`src/rtl/synth_pkg.sv`:
```
// Shared definitions for the pitch table logic: field widths, sequencer
// state encoding and the default pitch datapath latency.
package synth_pkg;

    localparam int PKG_V_WIDTH  = 3;
    localparam int PKG_O_WIDTH  = 2;
    localparam int PKG_OE_WIDTH = 1;
    localparam int PKG_LATENCY  = 4;

    typedef enum logic [1:0] {
        IDLE  = 2'd0,
        ISSUE = 2'd1,
        DRAIN = 2'd2,
        DONE  = 2'd3
    } seq_state_t;

endpackage

```
`src/rtl/tag_pipe.sv`:
```
// Fixed-depth delay line of {valid, data} tags that follows indices through
// the pitch datapath so each result can be matched to its table address.
module tag_pipe #(
    parameter int DEPTH = 4,
    parameter int WIDTH = 5
) (
    input  logic             clk,
    input  logic             reset,
    input  logic             in_valid,
    input  logic [WIDTH-1:0] in_data,
    output logic             out_valid,
    output logic [WIDTH-1:0] out_data
);

    logic [DEPTH-1:0] valid_r;
    logic [WIDTH-1:0] data_r [DEPTH];

    // Shift register; only the valid bits matter after reset, data is cleared for determinism.
    always_ff @(posedge clk) begin
        if (reset) begin
            for (int i = 0; i < DEPTH; i++) begin
                valid_r[i] <= 1'b0;
                data_r[i]  <= {WIDTH{1'b0}};
            end
        end else begin
            valid_r[0] <= in_valid;
            data_r[0]  <= in_data;
            for (int i = 1; i < DEPTH; i++) begin
                valid_r[i] <= valid_r[i-1];
                data_r[i]  <= data_r[i-1];
            end
        end
    end

    assign out_valid = valid_r[DEPTH-1];
    assign out_data  = data_r[DEPTH-1];

endmodule

```
`src/rtl/pitch_sequencer.sv`:
```
// Sweeps every {voice, osc} index through the pitch datapath once per frame
// and writes each returned pitch into the pitch table at the matching address.
module pitch_sequencer
    import synth_pkg::*;
#(
    parameter int VOICES   = 8,
    parameter int V_OSC    = 4,
    parameter int V_WIDTH  = PKG_V_WIDTH,
    parameter int O_WIDTH  = PKG_O_WIDTH,
    parameter int OE_WIDTH = PKG_OE_WIDTH,
    parameter int E_WIDTH  = O_WIDTH + OE_WIDTH,
    parameter int LATENCY  = PKG_LATENCY
) (
    input  logic                        reg_clk,
    input  logic                        reset,
    input  logic                        frame_start,
    input  logic                        clr_overrun,
    output logic [V_WIDTH+E_WIDTH-1:0]  xxxx,
    input  logic [23:0]                 osc_pitch_val,
    output logic                        pv_we,
    output logic [V_WIDTH+O_WIDTH-1:0]  pv_adr,
    output logic [23:0]                 pv_data,
    output logic                        busy,
    output logic                        done,
    output logic                        overrun
);

    localparam int             IW         = V_WIDTH + O_WIDTH;
    localparam logic [IW-1:0]  LAST_IDX   = IW'(VOICES * V_OSC - 1);
    localparam logic [3:0]     DRAIN_LAST = 4'(LATENCY - 1);

    seq_state_t    state_r, state_s;
    logic [IW-1:0] idx_r, idx_s;
    logic [3:0]    drain_cnt_r, drain_cnt_s;
    logic          overrun_set_s;
    logic          tail_valid_s;
    logic [IW-1:0] tail_adr_s;

    // The index register doubles as the datapath index, so it naturally holds outside ISSUE.
    assign xxxx = {idx_r, {OE_WIDTH{1'b0}}};

    // Any start request the FSM cannot honour right now counts as an overrun.
    assign overrun_set_s = frame_start && (state_r != IDLE);

    // Next-state, index and drain counter logic.
    always_comb begin
        state_s     = state_r;
        idx_s       = idx_r;
        drain_cnt_s = drain_cnt_r;
        case (state_r)
            IDLE: begin
                if (frame_start) begin
                    state_s = ISSUE;
                    idx_s   = {IW{1'b0}};
                end else begin
                    state_s = IDLE;
                end
            end
            ISSUE: begin
                if (idx_r == LAST_IDX) begin
                    state_s     = DRAIN;
                    drain_cnt_s = 4'd0;
                end else begin
                    idx_s = idx_r + IW'(1);
                end
            end
            DRAIN: begin
                if (drain_cnt_r == DRAIN_LAST) begin
                    state_s = DONE;
                end else begin
                    drain_cnt_s = drain_cnt_r + 4'd1;
                end
            end
            DONE: begin
                state_s = IDLE;
            end
            default: begin
                state_s = IDLE;
            end
        endcase
    end

    // FSM state, index, status flags and overrun bookkeeping.
    always_ff @(posedge reg_clk) begin
        if (reset) begin
            state_r     <= IDLE;
            idx_r       <= {IW{1'b0}};
            drain_cnt_r <= 4'd0;
            busy        <= 1'b0;
            done        <= 1'b0;
            overrun     <= 1'b0;
        end else begin
            state_r     <= state_s;
            idx_r       <= idx_s;
            drain_cnt_r <= drain_cnt_s;
            busy        <= (state_r == ISSUE) || (state_r == DRAIN);
            done        <= (state_r == DONE);
            if (overrun_set_s) begin
                overrun <= 1'b1;
            end else if (clr_overrun) begin
                overrun <= 1'b0;
            end
        end
    end

    // Tag input is taken from registered state/index so it lines up with xxxx.
    tag_pipe #(
        .DEPTH (LATENCY),
        .WIDTH (IW)
    ) u_tag_pipe (
        .clk       (reg_clk),
        .reset     (reset),
        .in_valid  (state_r == ISSUE),
        .in_data   (idx_r),
        .out_valid (tail_valid_s),
        .out_data  (tail_adr_s)
    );

    // Pitch table write port; the address and data hold between writes.
    always_ff @(posedge reg_clk) begin
        if (reset) begin
            pv_we   <= 1'b0;
            pv_adr  <= {IW{1'b0}};
            pv_data <= 24'd0;
        end else begin
            pv_we <= tail_valid_s;
            if (tail_valid_s) begin
                pv_adr  <= tail_adr_s;
                pv_data <= osc_pitch_val;
            end
        end
    end

endmodule

```
`config.mk`:
```
export PLATFORM = sky130hd
export DESIGN_NAME = pitch_sequencer
export DESIGN_NICKNAME = d
export VERILOG_FILES = /design/src/rtl/synth_pkg.sv /design/src/rtl/tag_pipe.sv /design/src/rtl/pitch_sequencer.sv
export SDC_FILE = /design/constraint.sdc
export NUM_CORES = 1
export LEC_CHECK = 0
export ABC_CLOCK_PERIOD_IN_PS = 5200
export BUFFER_PORTS_ARGS = -buffer_cell sky130_fd_sc_hd__buf_2
export CAP_MARGIN = 20
export CORE_ASPECT_RATIO = 0.6
export CORE_MARGIN = 2
export CORE_UTILIZATION = 37
export CTS_CLUSTER_DIAMETER = 120
export DETAILED_ROUTE_END_ITERATION = 8
export GPL_ROUTABILITY_DRIVEN = 1
export PLACE_DENSITY_LB_ADDON = 0.3
export SYNTH_ARGS = -nofsm -noshare
export SYNTH_HDL_FRONTEND = slang
export SYNTH_SLANG_ARGS = --single-unit
```
`constraint.sdc`:
```
create_clock -name reg_clk -period 5.2 [get_ports reg_clk]
set_input_delay 1.04 -clock reg_clk [delete_from_list [all_inputs] [get_ports reg_clk]]
set_output_delay 1.04 -clock reg_clk [all_outputs]
set_load 0.03 [all_outputs]
```
## Word level (Yosys, flattened, before mapping)

Memories as Yosys holds them, arrays and structs flattened. A register that Yosys moved wholly into a read port is not among the register bits.
Cells that the tools add are included.

| operators by class | value |
|---|---|
| reduce and logical (&&, ||, !) cells | 10 |
| equal/unequal tests | 10 |
| $add $sub $neg | 2 |
| bitwise logic cells | 4 |
| mux-type cells | 19 |

Operators with widths:

| cell | number |
|---|---|
| $mux 5 | 6 |
| $ne 2x2->1 const B | 5 |
| $pmux 5 s2 | 1 |
| $mux 4 | 2 |
| $pmux 2 s4 | 1 |
| $pmux 4 s2 | 1 |
| $reduce_bool 2->1 | 4 |
| $mux 1 | 6 |
| $reduce_and 3->1 | 2 |
| $add 5x1->5 const B | 1 |
| $eq 5x5->1 const B | 1 |
| $add 4x1->4 const B | 1 |
| $eq 2x2->1 const B | 2 |
| $eq 4x2->1 const B | 1 |
| $mux 2 | 2 |
| $or 1x1->1 | 4 |
| $eq 2x1->1 const B | 1 |
| $logic_not 2->1 | 1 |
| $reduce_and 2->1 | 1 |
| $logic_and 1x1->1 | 1 |
| $logic_or 1x1->1 | 1 |

| storage, ports and cells | value |
|---|---|
| bits in writable memories | 20 |
| memories kept | 1 |
| flip-flop bits (word level) | 43 |

Memory list:

| name | depth | width | read ports | clocked after Yosys merged registers in | write ports | line | RTL |
|---|---|---|---|---|---|---|---|
| u_tag_pipe.data_r | 4 | 5 | 4 | 1 | 4 | tag_pipe.sv:16 | `logic [WIDTH-1:0] data_r [DEPTH];` |

## Depth between registers and ports, before layout

Gate-level depths: netlist of run 1.

| depth | value |
|---|---|
| word-level depth | 3 |
| depth in mapped cells | 7 |
| mapped depth without buffers | 6 |

## Cells and area by module

From an unflattened synthesis of run 1, not the netlist that was laid out.

| second synthesis, totals | value |
|---|---|
| cells, all modules | 235 |
| area, all modules | 2521.2 um^2 |

By module, submodules not included:

| module | times used | cells an instance | area an instance (um^2) | seq. area each (um^2) |
|---|---|---|---|---|
| pitch_sequencer | 1 | 185 | 1828.0 | 880.8 |
| tag_pipe | 1 | 50 | 693.2 | 480.5 |

## Worst setup path after synthesis of run 1

No wires, ideal clock.

| timing | value |
|---|---|
| path kind | reg2reg |
| from | register idx_r[0] |
| to | register idx_r[3] |
| arrival time | 1.937 ns |
| cell stages (with the launch flop) | 8 |
| setup slack | 3.194 ns |
| setup time | 0.070 ns |
| path through | dfxtp_1 -> ha_1 -> and3_1 -> ha_1 -> and2_4 -> buf_6 -> or4_1 -> a21oi_1 |

| on the way | value |
|---|---|
| cells in the longest elaborated chain, start to end | 3 |
| elaborated cells between the ends (all ways) | 6 |
| those cells by class | add/sub: 1; eq/ne: 2; mux: 2; reduce/logical: 1 |

Ends and longest elaborated chain:

| item | line | RTL |
|---|---|---|
| start: declaration | pitch_sequencer.sv:33 | `logic [IW-1:0] idx_r, idx_s;` |
| start signal: assignment | pitch_sequencer.sv:87 | `idx_r <= {IW{1'b0}};` |
| start signal: assignment | pitch_sequencer.sv:94 | `idx_r <= idx_s;` |
| $add 5x1->5 / $eq 5x5->1 (equally long branches) | pitch_sequencer.sv:64, pitch_sequencer.sv:60 |  |
| $mux 5 / $ne 2x2->1 (equally long branches) | n/a |  |
| $pmux 5 s2 / $reduce_and 3->1 (equally long branches) | n/a |  |

Several ways; a longest one is shown, not always the timed one. The select of a mux whose other input is x is not followed.
A chain may end at the register's enable or synchronous reset.

## Worst setup path after layout of run 1

| timing | value |
|---|---|
| from | register idx_r[2] |
| to | output xxxx[3] |

RTL lines:

| item | line | RTL |
|---|---|---|
| end: declaration | pitch_sequencer.sv:18 | `output logic [V_WIDTH+E_WIDTH-1:0] xxxx,` |

No word-level cell between the ends.

==> results.cfg, run 1 <==
[min_path]
worstHoldEndpoint = u_tag_pipe.data_r[3][0]$_SDFF_PP0_
holdPathStages = 1
hold_class = reg -> reg
min_from = u_tag_pipe.data_r[2][0]$_SDFF_PP0_

[clocking]
cts_tree = built
cts_setup_buffers = 0
ctsRootBufferMaster = clkbuf_8
clockBufferDepth = 2
worstSkewPairLatency_ns = 0.34
ctsHoldBuffers = 0
cts_resized = 0
clock-sinks = 68
htree_levels = 3
cts_buffers = 9
clk_pin_slew_ns = 0.07

[drt]
drcViolationCount = 0
drt_iter0_drc = 78
dr.pass1.iters = 4
vias = 1729
antenna_left = 0
post_drt_wl_per_cell_microns = 11.0
drt_wl_total_mm = 4.22
vias_per_cell = 4.50

[synth]
netlist_area_sq_um = 2450
synth_top_area_frac = 0.556
seq_area_frac_synth = 0.556
syn_inst = 232
syn_nets = 267
ys_async_sr_fraction = 0
synthDistinctLibCells = 33
synthFlopType = dfxtp_1
yosys-top-cells-area = dfxtp_1 56%, mux2i_1 12%, nor2b_1 7.4%
yosysWarnings = 0
synth-edff-count = 0
ys_ff_latch = 68
synth_largest_area_cell = dfxtp_1
avgSynthCellArea_sq_um = 10.6

[critical_path]
worst-path-buf-inv = 1
end_kind = primary output
max_stage_delay_ns = 0.41
crit_type = reg -> out
rr_endpoint = idx_r[3]$_SDFFE_PP0P_
worst_r2r_startpoint = idx_r[0]$_SDFFE_PP0P_
cp_slowest_cell = dfxtp_1
crit_family = flip-flops
crit_fanout = 6
cp-start-kind = flip-flop
ff2ff_path_depth = 6
cp.arrival_ns = 0.98
cp.required_ns = 4.16
ff2ff_setup_slack_ns = 3.30
worstPathCellList = buf_2

[power]
swShare = 0.259
power_density_nw_per_um2 = 391
p_sw_mw = 0.308
ir_drop_mv = 0.209
p_comb_frac = 0.135
power.total_mw = 1.19
seq_power_share = 0.476
intPower_mw = 0.884
p_leak_nw = 1.28
pwr-share-clk = 0.389

[finish]
nets = 330
layout.cells.non_filler = 384
diodes = 0
layout-drive-gt1-share = 0.290
final_cell_mix = 67 x dfxtp_1, 65 x buf_2, 30 x mux2i_1, 30 x nor2_1, 29 x nor2b_1
synthToLayoutAreaGrowth_pct = 24.4
fillers = 588
final_core_util = 0.488
final_common_cell = dfxtp_1

[floorplanning]
die_x_microns = 109
die_h_microns = 67.0
die_area_sq_um = 7310
num_rows = 22
core_sq_um = 6250
initial_utilization = 0.392
num_io_pins = 67

[sta]
setup-tns-final_ns = 0
grt_setup_unrepaired = false
drv_slew = 0
final_hold_viol_count = 0
clock.fmax_mhz = 496
finalSetupViolCount = 0
period_minus_slack_ns = 2.02
slew_headroom = 0.410
finClkSkew_ns = 0.00592
finalCritPeriodShare = 0.388
worstMarginPinSlew_ns = 0.885
layout_setup_ws_ns = 3.18

[global_route]
grt_usage = 0.126
grt_pass1_vias = 1575
grt_max_degree = 65
overflow = 0
grt_pass1_wl_mm = 6.93
antenna_found_initial = 0

[place]
hpwl_mm = 2.76
place.gp.congestion = 0.740
io_buffers = 65
dp_cells = 367
place_ws_ns = 2.74

[job]
cap_violations = 0

[status]
status = finished, final reports clean
==> layer usage <==
layer,track usage,vias up,part of all wire
li1,-,903,-
met1,0.152,770,0.49
met2,0.188,52,0.42
met3,0.0587,4,0.082
met4,0.0625,0,0.0081
met5,0,-,0
==> flip-flops by register name, summed over array words and instances (netlist names) <==
signal and flops:
u_tag_pipe.data_r 20, drain_cnt_r 4, idx_r 5, done 1, busy 1, pv_data 24
state_r 2, overrun 1, pv_adr 5, pv_we 1, u_tag_pipe.valid_r 4
==> stage by stage <==
step	hold slack [ns]	area [sq um]
3_3_place_gp	0.417	2810
4_1_cts	0.436	3030
2_1_floorplan	0.414	2450
6_report	0.436	3050
3_5_place_dp	0.422	2810
5_1_grt	0.456	3050
==> cell type report <==
cell class,instances,area (sq um),share of cell area
clock buffer,10,128,0.0419
timing repair buffer,66,345,0.113
tap,84,105,0.0345
clock inverter,6,88.8,0.0291
multi-input combinational,146,1000,0.329
inverter,4,15.0,0.00493
sequential,68,1360,0.447
==> how the worst max path moves through the flow <==
| stage | start | end | slack [ns] | cells past startpoint |
|---|---|---|---|---|
| final | idx_r[2]$_SDFFE_PP0P_ | xxxx[3] | 3.18 | 1 |
| after global routing | idx_r[0]$_SDFFE_PP0P_ | xxxx[1] | 3.12 | 1 |
| after CTS | reset | state_r[1]$_SDFFE_PP0P_ | 3.11 | 3 |
| after detailed placement | reset | state_r[1]$_SDFFE_PP0P_ | 2.74 | 3 |
| after global placement | reset | state_r[1]$_SDFFE_PP0P_ | 2.75 | 3 |
| after floorplan | idx_r[0]$_SDFFE_PP0P_ | idx_r[3]$_SDFFE_PP0P_ | 3.19 | 7 |
==> power groups by stage <==
stage	Combinational, mW	Clock (mW)	Sequential, mW
floorplan	0.0978	0	0.599
global placement	0.159	0	0.579
detailed placement	0.160	0	0.579
CTS	0.161	0.481	0.567
global route	0.180	0.507	0.572
finish	0.162	0.464	0.567
==> cells by family (layout without fill, tap and decap cells) <==
kind of cell	after synthesis	in the layout	share of synthesized area
simple gates	85	85	0.185
fa+ha+maj	7	7	0.0357
mux	33	33	0.137
other cells	1	1	0.00153
buf+inv	18	86	0.0347
flops	68	68	0.556
compound gates	20	20	0.0495
==> synth_stat cells, types with 2 or more instances <==
library cell and instances:
or4_1 4, nor2_1 30, nand4_1 2, dfxtp_1 68
o31ai_1 4, buf_2 5, nand2_1 6, nand3_1 4
nor2b_1 29, clkbuf_1 5, a21oi_1 5, o21ai_0 5
mux2_2 2, buf_1 2, nand2b_1 2, inv_1 4
a31oi_1 3, ha_1 7, mux2i_1 30, a211oi_1 2
(Power assumes the default switching activity.)
==> run 2: changes to the inputs <==
Settings changed: ABC_CLOCK_PERIOD_IN_PS 5200 to 1700.
Clock period 5.2 ns to 1.7 ns, I/O delays scaled along.
==> results.cfg, run 2 (same netlist as run 1, synthesis figures left out) <==
[global_route]
grt_pass1_vias = 1573
antenna_found_initial = 0
overflow = 0
grt_pass1_wl_mm = 7.18
grt_max_degree = 30
grt_usage = 0.131

[power]
ir_drop_mv = 0.601
p_leak_nw = 1.32
power.total_mw = 3.68
seq_power_share = 0.469
p_comb_frac = 0.159
p_sw_mw = 0.980
swShare = 0.266
pwr-share-clk = 0.372
intPower_mw = 2.70
power_density_nw_per_um2 = 1160

[finish]
reg_top3 = pv_data x24, u_tag_pipe.data_r x20
multiInputGateArea_sq_um = 1060
largest_register_ffs = 24
synthToLayoutAreaGrowth_pct = 29.2
fillers = 588
final_cell_mix = 65 x dfxtp_1, 65 x buf_2, 30 x mux2i_1, 30 x nor2_1, 29 x nor2b_1
diodes = 0
top_register = pv_data
finalInstanceArea_sq_um = 3170
seq_area_sq_um = 1370
layout-drive-gt1-share = 0.346
nets = 339

[sta]
hold-worst-slack_ns = 0.232
worstMarginPinSlew_ns = 0.517
finalCritPeriodShare = 1.00
period_minus_slack_ns = 1.71
drv_slew = 0
finalSetupViolCount = 1
setup-tns-final_ns = -0.00509
layout_setup_ws_ns = -0.00509
final_hold_viol_count = 0
finClkSkew_ns = 0.00597
grt_setup_unrepaired = true
clock.fmax_mhz = 586
slew_headroom = 0.656

[clocking]
cts_buffers = 9
worstSkewPairLatency_ns = 0.34
clockBufferDepth = 2
ctsHoldBuffers = 0
cts_tree = built
ctsRootBufferMaster = clkbuf_8
htree_levels = 3
clock-sinks = 68
clk_pin_slew_ns = 0.07

[drt]
vias = 1769
dr.pass1.iters = 4
drt_wl_total_mm = 4.44
drt_iter0_drc = 60
post_drt_wl_per_cell_microns = 11.3
antenna_left = 0
vias_per_cell = 4.50
drcViolationCount = 0

[critical_path]
cp_slowest_cell = or4_4
rr_endpoint = idx_r[2]$_SDFFE_PP0P_
worst_r2r_startpoint = idx_r[1]$_SDFFE_PP0P_
end_kind = flip-flop
cp.arrival_ns = 1.98
critPathMostFrequentCell = ha_4
crit_fanout = 5
worstPathCellList = ha_4 > and3_4 > ha_4 > and2_4 > or4_4 > a21oi_2
crit_type = reg -> reg
max_stage_delay_ns = 0.48
cp-start-kind = flip-flop
worst-path-buf-inv = 0
crit_family = simple AND/OR/NAND/NOR gates
worst-path-stages = 6
ff2ff_path_depth = 6
ff2ff_setup_slack_ns = -0.005
critPathCapture = idx_r[2]$_SDFFE_PP0P_
cp.required_ns = 1.97
startpoint = idx_r[1]$_SDFFE_PP0P_

[floorplanning]
die_x_microns = 109
core_sq_um = 6250
num_rows = 22
num_io_pins = 67
initial_utilization = 0.392
die_area_sq_um = 7310
die_h_microns = 67.0

[place]
hpwl_mm = 3.06
place.gp.congestion = 0.749
io_buffers = 65
placed_cell_area_sq_um = 2910

[min_path]
hold_class = in -> reg

[status]
violations = negative setup slack
status = finished with violations

[job]
cap_violations = 0
-- run 2: worst min path at each step --
| stage | startpoint | endpoint | depth (start not counted) |
|---|---|---|---|
| floorplan | u_tag_pipe.data_r[0][0]$_SDFF_PP0_ | u_tag_pipe.data_r[1][0]$_SDFF_PP0_ | 1 |
| global placement | u_tag_pipe.data_r[0][2]$_SDFF_PP0_ | u_tag_pipe.data_r[1][2]$_SDFF_PP0_ | 1 |
| detailed placement | u_tag_pipe.data_r[1][0]$_SDFF_PP0_ | u_tag_pipe.data_r[2][0]$_SDFF_PP0_ | 1 |
| CTS | osc_pitch_val[0] | pv_data[0]$_SDFFE_PP0P_ | 3 |
| global route | osc_pitch_val[0] | pv_data[0]$_SDFFE_PP0P_ | 3 |
| finish | osc_pitch_val[11] | pv_data[11]$_SDFFE_PP0P_ | 3 |
-- run 2: area by class of cell --
type / instances / share of cell area
clock buffers: 11 / 0.0482
clock inverters: 5 / 0.0186
inverters: 4 / 0.00474
multi-input cells: 146 / 0.336
flip-flops and latches: 68 / 0.433
well taps: 84 / 0.0332
repair buffers: 75 / 0.126
-- run 2: power by group through the flow --
stage / Clock [mW] / Combinational, mW / Sequential, mW
after detailed placement: 0 / 0.550 / 1.76
after global routing: 1.51 / 0.643 / 1.74
after global placement: 0 / 0.542 / 1.76
after floorplan: 0 / 0.301 / 1.84
after CTS: 1.42 / 0.559 / 1.73
final: 1.37 / 0.584 / 1.73
-- run 2: what timing repair did --
action | 4_1_cts | 5_1_grt
pin swaps | 1 | 2
setup endpoints to repair | 2 | 4
resized for setup | 2 | 6
buffers inserted | 1 | 1
-- run 2: through the flow --
step / setup slack (ns) / utilization / std cells
2_1_floorplan: -0.0603 / - / 232
3_3_place_gp: 0.0393 / 0.466 / 375
3_5_place_dp: -0.00908 / 0.466 / 375
4_1_cts: 0.00113 / 0.501 / 392
5_1_grt: -0.0524 / 0.507 / 393
6_report: -0.00509 / 0.507 / 393
-- run 2: metal layers --
layer	up-vias	track usage	routed length, microns
met4	0	0.0577	44
met5	-	0	0
li1	917	-	-
met3	6	0.0607	390
met1	794	0.162	2170
met2	52	0.194	1830
-- run 2: worst reg2reg max path, stage by stage, from the launching register on --
cell and delay [ns]:
dfxtp_4 0.36, ha_4 0.15, and3_4 0.18, ha_4 0.17, and2_4 0.17, or4_4 0.48, a21oi_2 0.13
